<file path="config.mk">
export PLATFORM = sky130hd
export DESIGN_NAME = mem_wait_ctrl
export DESIGN_NICKNAME = d
export VERILOG_FILES = /design/src/rtl/mem_wait_ctrl.sv
export SDC_FILE = /design/constraint.sdc
export NUM_CORES = 1
export LEC_CHECK = 0
export BUFFER_PORTS_ARGS = -buffer_cell sky130_fd_sc_hd__buf_2
export CAP_MARGIN = 25
export CORE_ASPECT_RATIO = 2
export CORE_MARGIN = 3
export CORE_UTILIZATION = 48
export DETAILED_ROUTE_END_ITERATION = 10
export GPL_TIMING_DRIVEN = 0
export PLACE_DENSITY = 0.83
export SETUP_SLACK_MARGIN = 0.15
export SLEW_MARGIN = 20
export SYNTH_ARGS = -nofsm -noshare
export SYNTH_HDL_FRONTEND = slang
export SYNTH_SLANG_ARGS = --single-unit
</file>
<file path="constraint.sdc">
create_clock -name clk -period 6.2 [get_ports clk]
set_input_delay 1.24 -clock clk [delete_from_list [all_inputs] [get_ports clk]]
set_output_delay 1.24 -clock clk [all_outputs]
set_load 0.1 [all_outputs]
</file>
<file path="src/rtl/mem_wait_ctrl.sv">
// Arbitrates instruction fetches and data accesses from a core onto one shared,
// ack-terminated memory port, stalling each requester with a wait signal until its access completes.
module mem_wait_ctrl #(
    parameter int DW      = 32,
    parameter int AW      = 32,
    parameter int TIMEOUT = 255
) (
    input  logic          clk,
    input  logic          rst,
    input  logic          imem_en,
    input  logic [AW-1:0] imem_addr,
    output logic [DW-1:0] imem_rdata,
    output logic          imem_wait,
    input  logic          dmem_en,
    input  logic          dmem_we,
    input  logic [AW-1:0] dmem_addr,
    input  logic [DW-1:0] dmem_wdata,
    output logic [DW-1:0] dmem_rdata,
    output logic          dmem_wait,
    output logic          mem_req,
    output logic          mem_we,
    output logic [AW-1:0] mem_addr,
    output logic [DW-1:0] mem_wdata,
    input  logic [DW-1:0] mem_rdata,
    input  logic          mem_ack,
    output logic          err,
    output logic [2:0]    dbg_state
);

    // Handshake: a requester raises *_en and holds it while *_wait=1; the access is
    // complete in the first cycle *_wait drops with *_en high. On the memory side
    // mem_req stays high with stable attributes until the single-cycle mem_ack.

    typedef enum logic [2:0] {
        IDLE  = 3'd0,
        DACC  = 3'd1,
        IACC  = 3'd2,
        DDONE = 3'd3,
        IDONE = 3'd4
    } state_t;

    localparam int CW = ($clog2(TIMEOUT + 1) > 8) ? $clog2(TIMEOUT + 1) : 8;

    state_t        state;
    state_t        state_next;
    logic [CW-1:0] cnt;
    logic          busy;
    logic          expire;

    assign busy   = (state == DACC) || (state == IACC);
    // An ack in the final allowed cycle wins over the timeout.
    assign expire = busy && !mem_ack && (cnt == CW'(TIMEOUT - 1));

    always_ff @(posedge clk or posedge rst) begin
        if (rst) begin
            state <= IDLE;
        end else begin
            state <= state_next;
        end
    end

    always_comb begin
        state_next = state;
        case (state)
            IDLE: begin
                if (dmem_en) begin
                    state_next = DACC;
                end else if (imem_en) begin
                    state_next = IACC;
                end
            end
            DACC:    if (mem_ack || expire) state_next = DDONE;
            IACC:    if (mem_ack || expire) state_next = IDONE;
            DDONE:   state_next = IDLE;
            IDONE:   state_next = IDLE;
            default: state_next = IDLE;
        endcase
    end

    always_comb begin
        mem_req   = busy;
        dmem_wait = dmem_en && (state != DDONE);
        imem_wait = imem_en && (state != IDONE);
        dbg_state = state;
    end

    // Cycle counter runs only while an access is outstanding; it is zero on entry.
    always_ff @(posedge clk or posedge rst) begin
        if (rst) begin
            cnt <= '0;
        end else if (busy && state_next == state) begin
            cnt <= cnt + 1'b1;
        end else begin
            cnt <= '0;
        end
    end

    always_ff @(posedge clk or posedge rst) begin
        if (rst) begin
            mem_we    <= 1'b0;
            mem_addr  <= '0;
            mem_wdata <= '0;
        end else if (state == IDLE) begin
            if (dmem_en) begin
                mem_we    <= dmem_we;
                mem_addr  <= dmem_addr;
                mem_wdata <= dmem_wdata;
            end else if (imem_en) begin
                mem_we    <= 1'b0;
                mem_addr  <= imem_addr;
                mem_wdata <= '0;
            end
        end
    end

    // A timed-out access returns zero data and raises the sticky error.
    always_ff @(posedge clk or posedge rst) begin
        if (rst) begin
            dmem_rdata <= '0;
            imem_rdata <= '0;
            err        <= 1'b0;
        end else begin
            if (state == DACC && (mem_ack || expire)) begin
                dmem_rdata <= mem_ack ? mem_rdata : '0;
            end
            if (state == IACC && (mem_ack || expire)) begin
                imem_rdata <= mem_ack ? mem_rdata : '0;
            end
            if (expire) begin
                err <= 1'b1;
            end
        end
    end

endmodule
</file>
==> impl_metrics.ini, run 1 <==
[synth]
ys_seq_area_frac = 0.547
ys_top_cells_by_area = dfrtp_1 (55%), mux2_2 (11%), o2bb2ai_1 (7.7%), a21oi_1 (4.8%), a22o_1 (4.5%)
ys_types = 43
netlist_instances = 538
syn_area_sq_um = 6460
synth_top_area_frac = 0.547
ys.warnings.count = 0
synth_top_area_cell = dfrtp_1
synth_area_per_cell_sq_um = 12.0
syn_nets = 674
synth_seq_cells = 141

[floorplan]
core_area_sq_um = 13100
die_width_um = 88.0
io_pins = 270
start_util = 0.494
die_h_um = 170
dieArea_sq_um = 15000
fp-row-count = 59

[clocking]
cts_inserted_buffers = 17
cts_tree = built
cts_hold_buffers = 0
clockRootBuffer = clkbuf_16
cts_resized = 0
path_clk_slew_ns = 0.06
clk_path_buf_depth = 2
cts.sinks = 141
htree_levels = 4
cts_post_setup_buffers_inserted = 0
clock_latency_ns = 0.42

[global_routing]
grt_pass1_vias = 5620
grtUsageTotal = 0.239
grt_max_degree = 75
grt_antenna_before_repair = 0
grt_pass1_wl_mm = 27.8
grt_remaining_overflow = 0

[sta]
tightest_slew_ns = 0.722
slew_headroom = 0.519
period_minus_slack_ns = 4.01
hold_viol_final = 0
setup_tns_ns = 0
rsz0062_at_grt = false
layout_setup_ws_ns = 2.19
period_share = 0.646
hold_ws_ns = 0.484
skew_ns = 0.0128
max_freq_mhz = 250
slew_viol_final = 0
finalSetupViolCount = 0

[drt]
dr.first_iter.drc_count = 147
wl_met2_mm = 9.75
wl_mm = 17.7
ant_nets = 0
wl_met1_mm = 6.22
first_pass_iters = 4
wl_met3_mm = 1.13
via_count = 5375
via_per_inst = 5.42
top_layer = met4
wl_per_cell_um = 17.9
drcViolationCount = 0

[setup_path]
cp_max_fo = 10
critPathBufInv = 4
cp-start-kind = primary input
cp_slowest_cell = buf_1
crit_chain = buf_2 -> buf_1 -> inv_1 -> a31oi_1 -> buf_2
cp_top_family = buffers and inverters
crit_required_ns = 4.96
cpPeakStageDelay_ns = 0.59
cp-end-kind = output pin
criticalPathCategory = primary input to output pin
cp.arrival_ns = 2.77
critPathMostFrequentCell = buf_2

[min_path]
hp-class = register to register

[outcome]
outcome = finished, final reports clean

[layout]
fin_nets = 962
final_common_cell = buf_2
postLayoutCoreUtil = 0.659
area_growth_pct = 33.3
layout_common_cells = buf_2 (288), dfrtp_1 (141), nor2_1 (67)
layout-drive-gt1-share = 0.495
diodes = 0

[placement]
io_buffers = 268
routabilityCongestion = 0.854
place_hpwl_mm = 13.5
pre_cts_slack_ns = 2.16

[job]
cap_violations = 0
## through the flow
step | cells | cell area [sq um]
after floorplan | 538 | 6460
after global placement | 958 | 7990
after detailed placement | 959 | 8020
after CTS | 991 | 8610
after global routing | 991 | 8610
final | 991 | 8610
## synthesized netlist by cell type
library cell	number
or3_1	2
buf_6	12
a21o_1	2
a21boi_0	1
o21ai_0	2
nor3b_2	2
buf_4	2
a21oi_2	5
a211oi_1	2
o2bb2ai_1	57
a41oi_4	1
xor2_2	1
and3_1	1
buf_2	20
nor2_1	67
nand4_1	1
nand2b_1	1
dfrtp_1	141
o21bai_1	1
a31oi_1	1
a22o_1	33
or3b_1	2
or4_1	1
clkbuf_1	13
inv_1	4
nor3_1	7
nand2_1	3
ha_1	2
and4_1	1
xor2_1	2
buf_1	1
mux2_2	64
o2bb2ai_2	7
nand3_1	3
xnor2_1	2
buf_8	1
nand3b_1	1
and2_1	3
o31ai_1	1
a21oi_1	62
o21ai_1	1
a211oi_2	1
or2b_1	1
## flip-flops by register name, summed over array words and instances (netlist names)
register and flops:
dmem_rdata 32, imem_rdata 32, mem_addr 32, mem_wdata 32, cnt 8, dbg_state 3
err 1, mem_we 1
## final cells by class
| cell class | instances | area, sq um |
|---|---|---|
| repair buffers | 269 | 1370 |
| clock inverters | 11 | 133 |
| fillers | 1044 | 4460 |
| plain buffers | 49 | 318 |
| well taps | 152 | 190 |
| clock buffers | 21 | 450 |
| inverters | 4 | 22.5 |
| flip-flops and latches | 141 | 3530 |
| multi-input cells | 344 | 2590 |
## logic make-up (layout without fill, tap and decap cells)
kind of cell / count (synthesis) / count (layout) / share of synthesized area
compound gates: 177 / 177 / 0.211
buf+inv: 53 / 354 / 0.0515
flops: 141 / 141 / 0.547
xor+xnor: 5 / 5 / 0.00795
fa+ha+maj: 2 / 2 / 0.00388
simple gates: 96 / 96 / 0.0676
mux: 64 / 64 / 0.112
## worst register-to-register path, cell delays in order, from the launching register on
cell,delay (ns)
dfrtp_1,0.40
inv_1,0.06
ha_1,0.21
and3_1,0.17
buf_2,0.15
a41oi_4,0.51
buf_8,0.22
o2bb2ai_1,0.14
## path summary, 6_finish.rpt
kind                       cells past startpoint             to  slack, ns  startpoint
min in group asynchronous                      2         cnt[5]       0.88         rst
max in group asynchronous                      3  mem_wdata[16]       4.60         rst
min                                            1            err       0.48         err
max reg2reg                                    7  dmem_rdata[6]       4.25      cnt[0]
min reg2reg                                    1            err       0.48         err
max                                            5      dmem_wait       2.19     dmem_en
## routing by layer
metal,track usage,vias to the layer above
li1,-,2544
met1,0.250,2553
met2,0.438,239
met3,0.0610,39
met4,0.102,0
met5,0,-
Power of run 1 is left out: the tool's default activity adds up to more than one toggle a clock period on the data nets, which glitch-free logic cannot reach.
==> inputs of run 2 (changes only) <==
clock period = 4.19 ns   (was 6.2 ns; I/O delays follow)
==> impl_metrics.ini, run 2 (synthesis gave the netlist of run 1 again) <==
[outcome]
outcome = finished, final reports clean

[drt]
ant_nets = 0
via_per_inst = 5.45
via_count = 5426
wl_mm = 18.1
first_pass_iters = 5
drcViolationCount = 0
dr.first_iter.drc_count = 146
wl_per_cell_um = 18.2

[sta]
period_minus_slack_ns = 3.21
layout_setup_ws_ns = 0.979
hold_viol_final = 0
slew_headroom = 0.553
skew_ns = 0.00944
max_freq_mhz = 311
slew_viol_final = 0
finalSetupViolCount = 0
setup_tns_ns = 0
period_share = 0.766
rsz0062_at_grt = false
tightest_slew_ns = 0.671

[layout]
final_common_cell = buf_2
diodes = 0
fillerInstances = 1025
final_area_sq_um = 8730
area_growth_pct = 35.2
layout_common_cells = buf_2 (288), dfrtp_1 (141), nor2_1 (67)
seq_area_sq_um = 3530
layout-drive-gt1-share = 0.501
multiInputGateArea_sq_um = 2590
fin_nets = 966

[floorplan]
fp-row-count = 59
io_pins = 270
start_util = 0.494
core_area_sq_um = 13100
die_h_um = 170
die_width_um = 88.0
dieArea_sq_um = 15000

[global_routing]
grt_remaining_overflow = 0
grt_pass1_vias = 5693
grt_max_degree = 33
grt_antenna_before_repair = 0
grtUsageTotal = 0.244
grt_pass1_wl_mm = 28.2

[setup_path]
crit_required_ns = 3.35
cp_max_fo = 10
cp.arrival_ns = 2.37
criticalPathCategory = primary input to output pin
cp-start-kind = primary input
cp-end-kind = output pin

[clocking]
path_clk_slew_ns = 0.06
htree_levels = 4
clk_path_buf_depth = 2
cts_tree = built
clock_latency_ns = 0.41
cts_hold_buffers = 0
cts.sinks = 141
cts_post_setup_buffers_inserted = 0
cts_resized = 0
clockRootBuffer = clkbuf_16
cts_inserted_buffers = 17

[placement]
place_hpwl_mm = 13.9
pre_cts_slack_ns = 0.921
io_buffers = 268
routabilityCongestion = 0.858
dpl_cell_area_sq_um = 8100

[min_path]
hp-class = primary input to async pin

[job]
cap_violations = 0
==> run 2: cell count changes in the layout (fill, tap and decap cells not counted) <==
cell,delta
a21boi_1,+1
clkbuf_1,-3
a21boi_0,-1
bufinv_16,+1
buf_12,+4
clkinv_4,+1
inv_6,-1
clkinv_2,-1
clkinvlp_4,+2
clkbuf_8,+1
==> run 2: cell type report <==
class / instances / share of cell area
Sequential cell: 141 / 0.404
Inverter: 4 / 0.00215
Clock buffer: 19 / 0.0519
Buffer: 49 / 0.0364
Multi-Input combinational cell: 344 / 0.297
Timing Repair Buffer: 273 / 0.166
Tap cell: 152 / 0.0218
Clock inverter: 13 / 0.0202
==> run 2: final timing paths <==
| kind | start | to | slack (ns) | cells after the start |
|---|---|---|---|---|
| max in group asynchronous | rst | mem_addr[18] | 3.07 | 5 |
| min | rst | mem_wdata[29] | 0.29 | 2 |
| min in group clk | err | err | 0.48 | 1 |
| min reg2reg | err | err | 0.48 | 1 |
| max | dmem_en | dmem_wait | 0.98 | 5 |
| max reg2reg | cnt[0] | dmem_rdata[26] | 2.22 | 7 |
==> run 2: metal layers <==
layer / track usage / up-vias / part of all wire
met1: 0.261 / 2595 / 0.36
met2: 0.442 / 241 / 0.54
met5: 0 / - / 0
met4: 0.115 / 0 / 0.040
li1: - / 2540 / -
met3: 0.0543 / 50 / 0.059
==> run 2: critical path, cell delays in order <==
cell,delay (ns)
buf_2,0.21
buf_1,0.55
inv_1,0.14
a31oi_1,0.16
buf_2,0.46
==> run 2: metrics by stage <==
step	util	hold WS, ns	std cells
3_3_place_gp	0.612	0.462	958
3_5_place_dp	0.620	0.465	963
6_report	0.668	0.288	995
4_1_cts	0.668	0.278	995
2_1_floorplan	-	0.484	538
5_1_grt	0.668	0.276	995
Power of run 2 is left out for the same reason.
==> inputs of run 3 (changes only) <==
CORE_UTILIZATION = 44   (was 48)
PLACE_DENSITY = 0.8   (was 0.83)
clock period = 2.9 ns   (was 4.19 ns; I/O delays follow)
==> impl_metrics.ini, run 3 (synthesis gave the netlist of run 1 again) <==
[clocking]
cts_hold_buffers = 0
clock_latency_ns = 0.41
cts_post_setup_buffers_inserted = 0
cts_inserted_buffers = 17
cts.sinks = 141
cts_resized = 0
clockRootBuffer = clkbuf_16
htree_levels = 4
cts_tree = built
clk_path_buf_depth = 2
path_clk_slew_ns = 0.06

[floorplan]
io_pins = 270
core_area_sq_um = 14400
fp-row-count = 62
die_width_um = 91.7
start_util = 0.450
die_h_um = 177
dieArea_sq_um = 16300

[global_routing]
grt_max_degree = 33
grt_remaining_overflow = 0
grt_pass1_vias = 5593
grt_antenna_before_repair = 0
grtUsageTotal = 0.228
grt_pass1_wl_mm = 29.1

[layout]
fin_nets = 965
final_common_cell = buf_2
postLayoutCoreUtil = 0.611
layout-drive-gt1-share = 0.500
area_growth_pct = 35.9
fillerInstances = 1208
diodes = 0
layout_common_cells = buf_2 (288), dfrtp_1 (141), nor2_1 (66)

[drt]
wl_per_cell_um = 18.3
via_count = 5455
wl_mm = 18.9
via_per_inst = 5.28
drcViolationCount = 0
dr.first_iter.drc_count = 221
first_pass_iters = 4
ant_nets = 0

[sta]
max_freq_mhz = 375
tightest_slew_ns = 0.664
slew_viol_final = 0
period_minus_slack_ns = 2.66
hold_viol_final = 0
rsz0062_at_grt = false
period_share = 0.918
slew_headroom = 0.557
skew_ns = 0.0104
finalSetupViolCount = 0
setup_tns_ns = 0

[setup_path]
cpPeakStageDelay_ns = 0.55
rr_worst_depth = 7
cp_slowest_cell = buf_1
reg2reg_slack_ns = 0.90
critPathMostFrequentCell = buf_2
cp-start-kind = primary input
criticalPathCategory = primary input to output pin
cp_max_fo = 10
reg2reg_to = dmem_rdata[25]
crit_chain = buf_2 -> buf_1 -> inv_1 -> a31oi_2 -> buf_2
crit_required_ns = 2.32
cp.arrival_ns = 2.08
cp-end-kind = output pin
r2r-start = cnt[0]

[outcome]
outcome = finished, final reports clean

[min_path]
hp-class = primary input to async pin

[job]
cap_violations = 0

[placement]
place_hpwl_mm = 14.0
io_buffers = 268
routabilityCongestion = 0.838
run 3: cell type report:
type / instances / area, sq um / share of cell area
clock inverter: 12 / 186 / 0.0213
inverter: 4 / 18.8 / 0.00214
timing repair buffer: 272 / 1430 / 0.163
clock buffer: 20 / 447 / 0.0509
tap: 192 / 240 / 0.0274
sequential: 141 / 3530 / 0.402
buffer: 49 / 318 / 0.0362
multi-input combinational: 344 / 2600 / 0.297
run 3: critical path: cells and delay by family:
family / cells / cell delay (ns)
AOI/OAI and AO/OA: 1 / 0.16
buffers and inverters: 4 / 1.34
run 3: how the worst max path moves through the flow:
stage                       startpoint              to  slack, ns  depth (start not counted)
after floorplan           dbg_state[1]       imem_wait      -0.42                          3
after global placement             rst  imem_rdata[20]      -0.35                          2
after detailed placement       dmem_en       dmem_wait       0.22                          5
after CTS                      dmem_en       dmem_wait       0.22                          5
after global routing           dmem_en       dmem_wait       0.19                          5
final                          dmem_en       dmem_wait       0.24                          5
run 3: routing by layer:
metal,track usage,wire (um)
met3,0.0513,1160
met1,0.266,7080
met2,0.404,10100
met4,0.0856,522
met5,0,0
run 3: metrics by stage:
| stage | hold WS, ns | worst slack, ns | std cells | instance area, sq um |
|---|---|---|---|---|
| finish | 0.250 | 0.237 | 1034 | 8770 |
| global route | 0.269 | 0.191 | 1034 | 8770 |
| CTS | 0.249 | 0.223 | 1034 | 8770 |
| detailed placement | 0.483 | 0.223 | 1002 | 8140 |
| global placement | 0.461 | -0.353 | 998 | 8050 |
| floorplan | 0.484 | -0.420 | 538 | 6470 |
Power of run 3 is left out for the same reason.
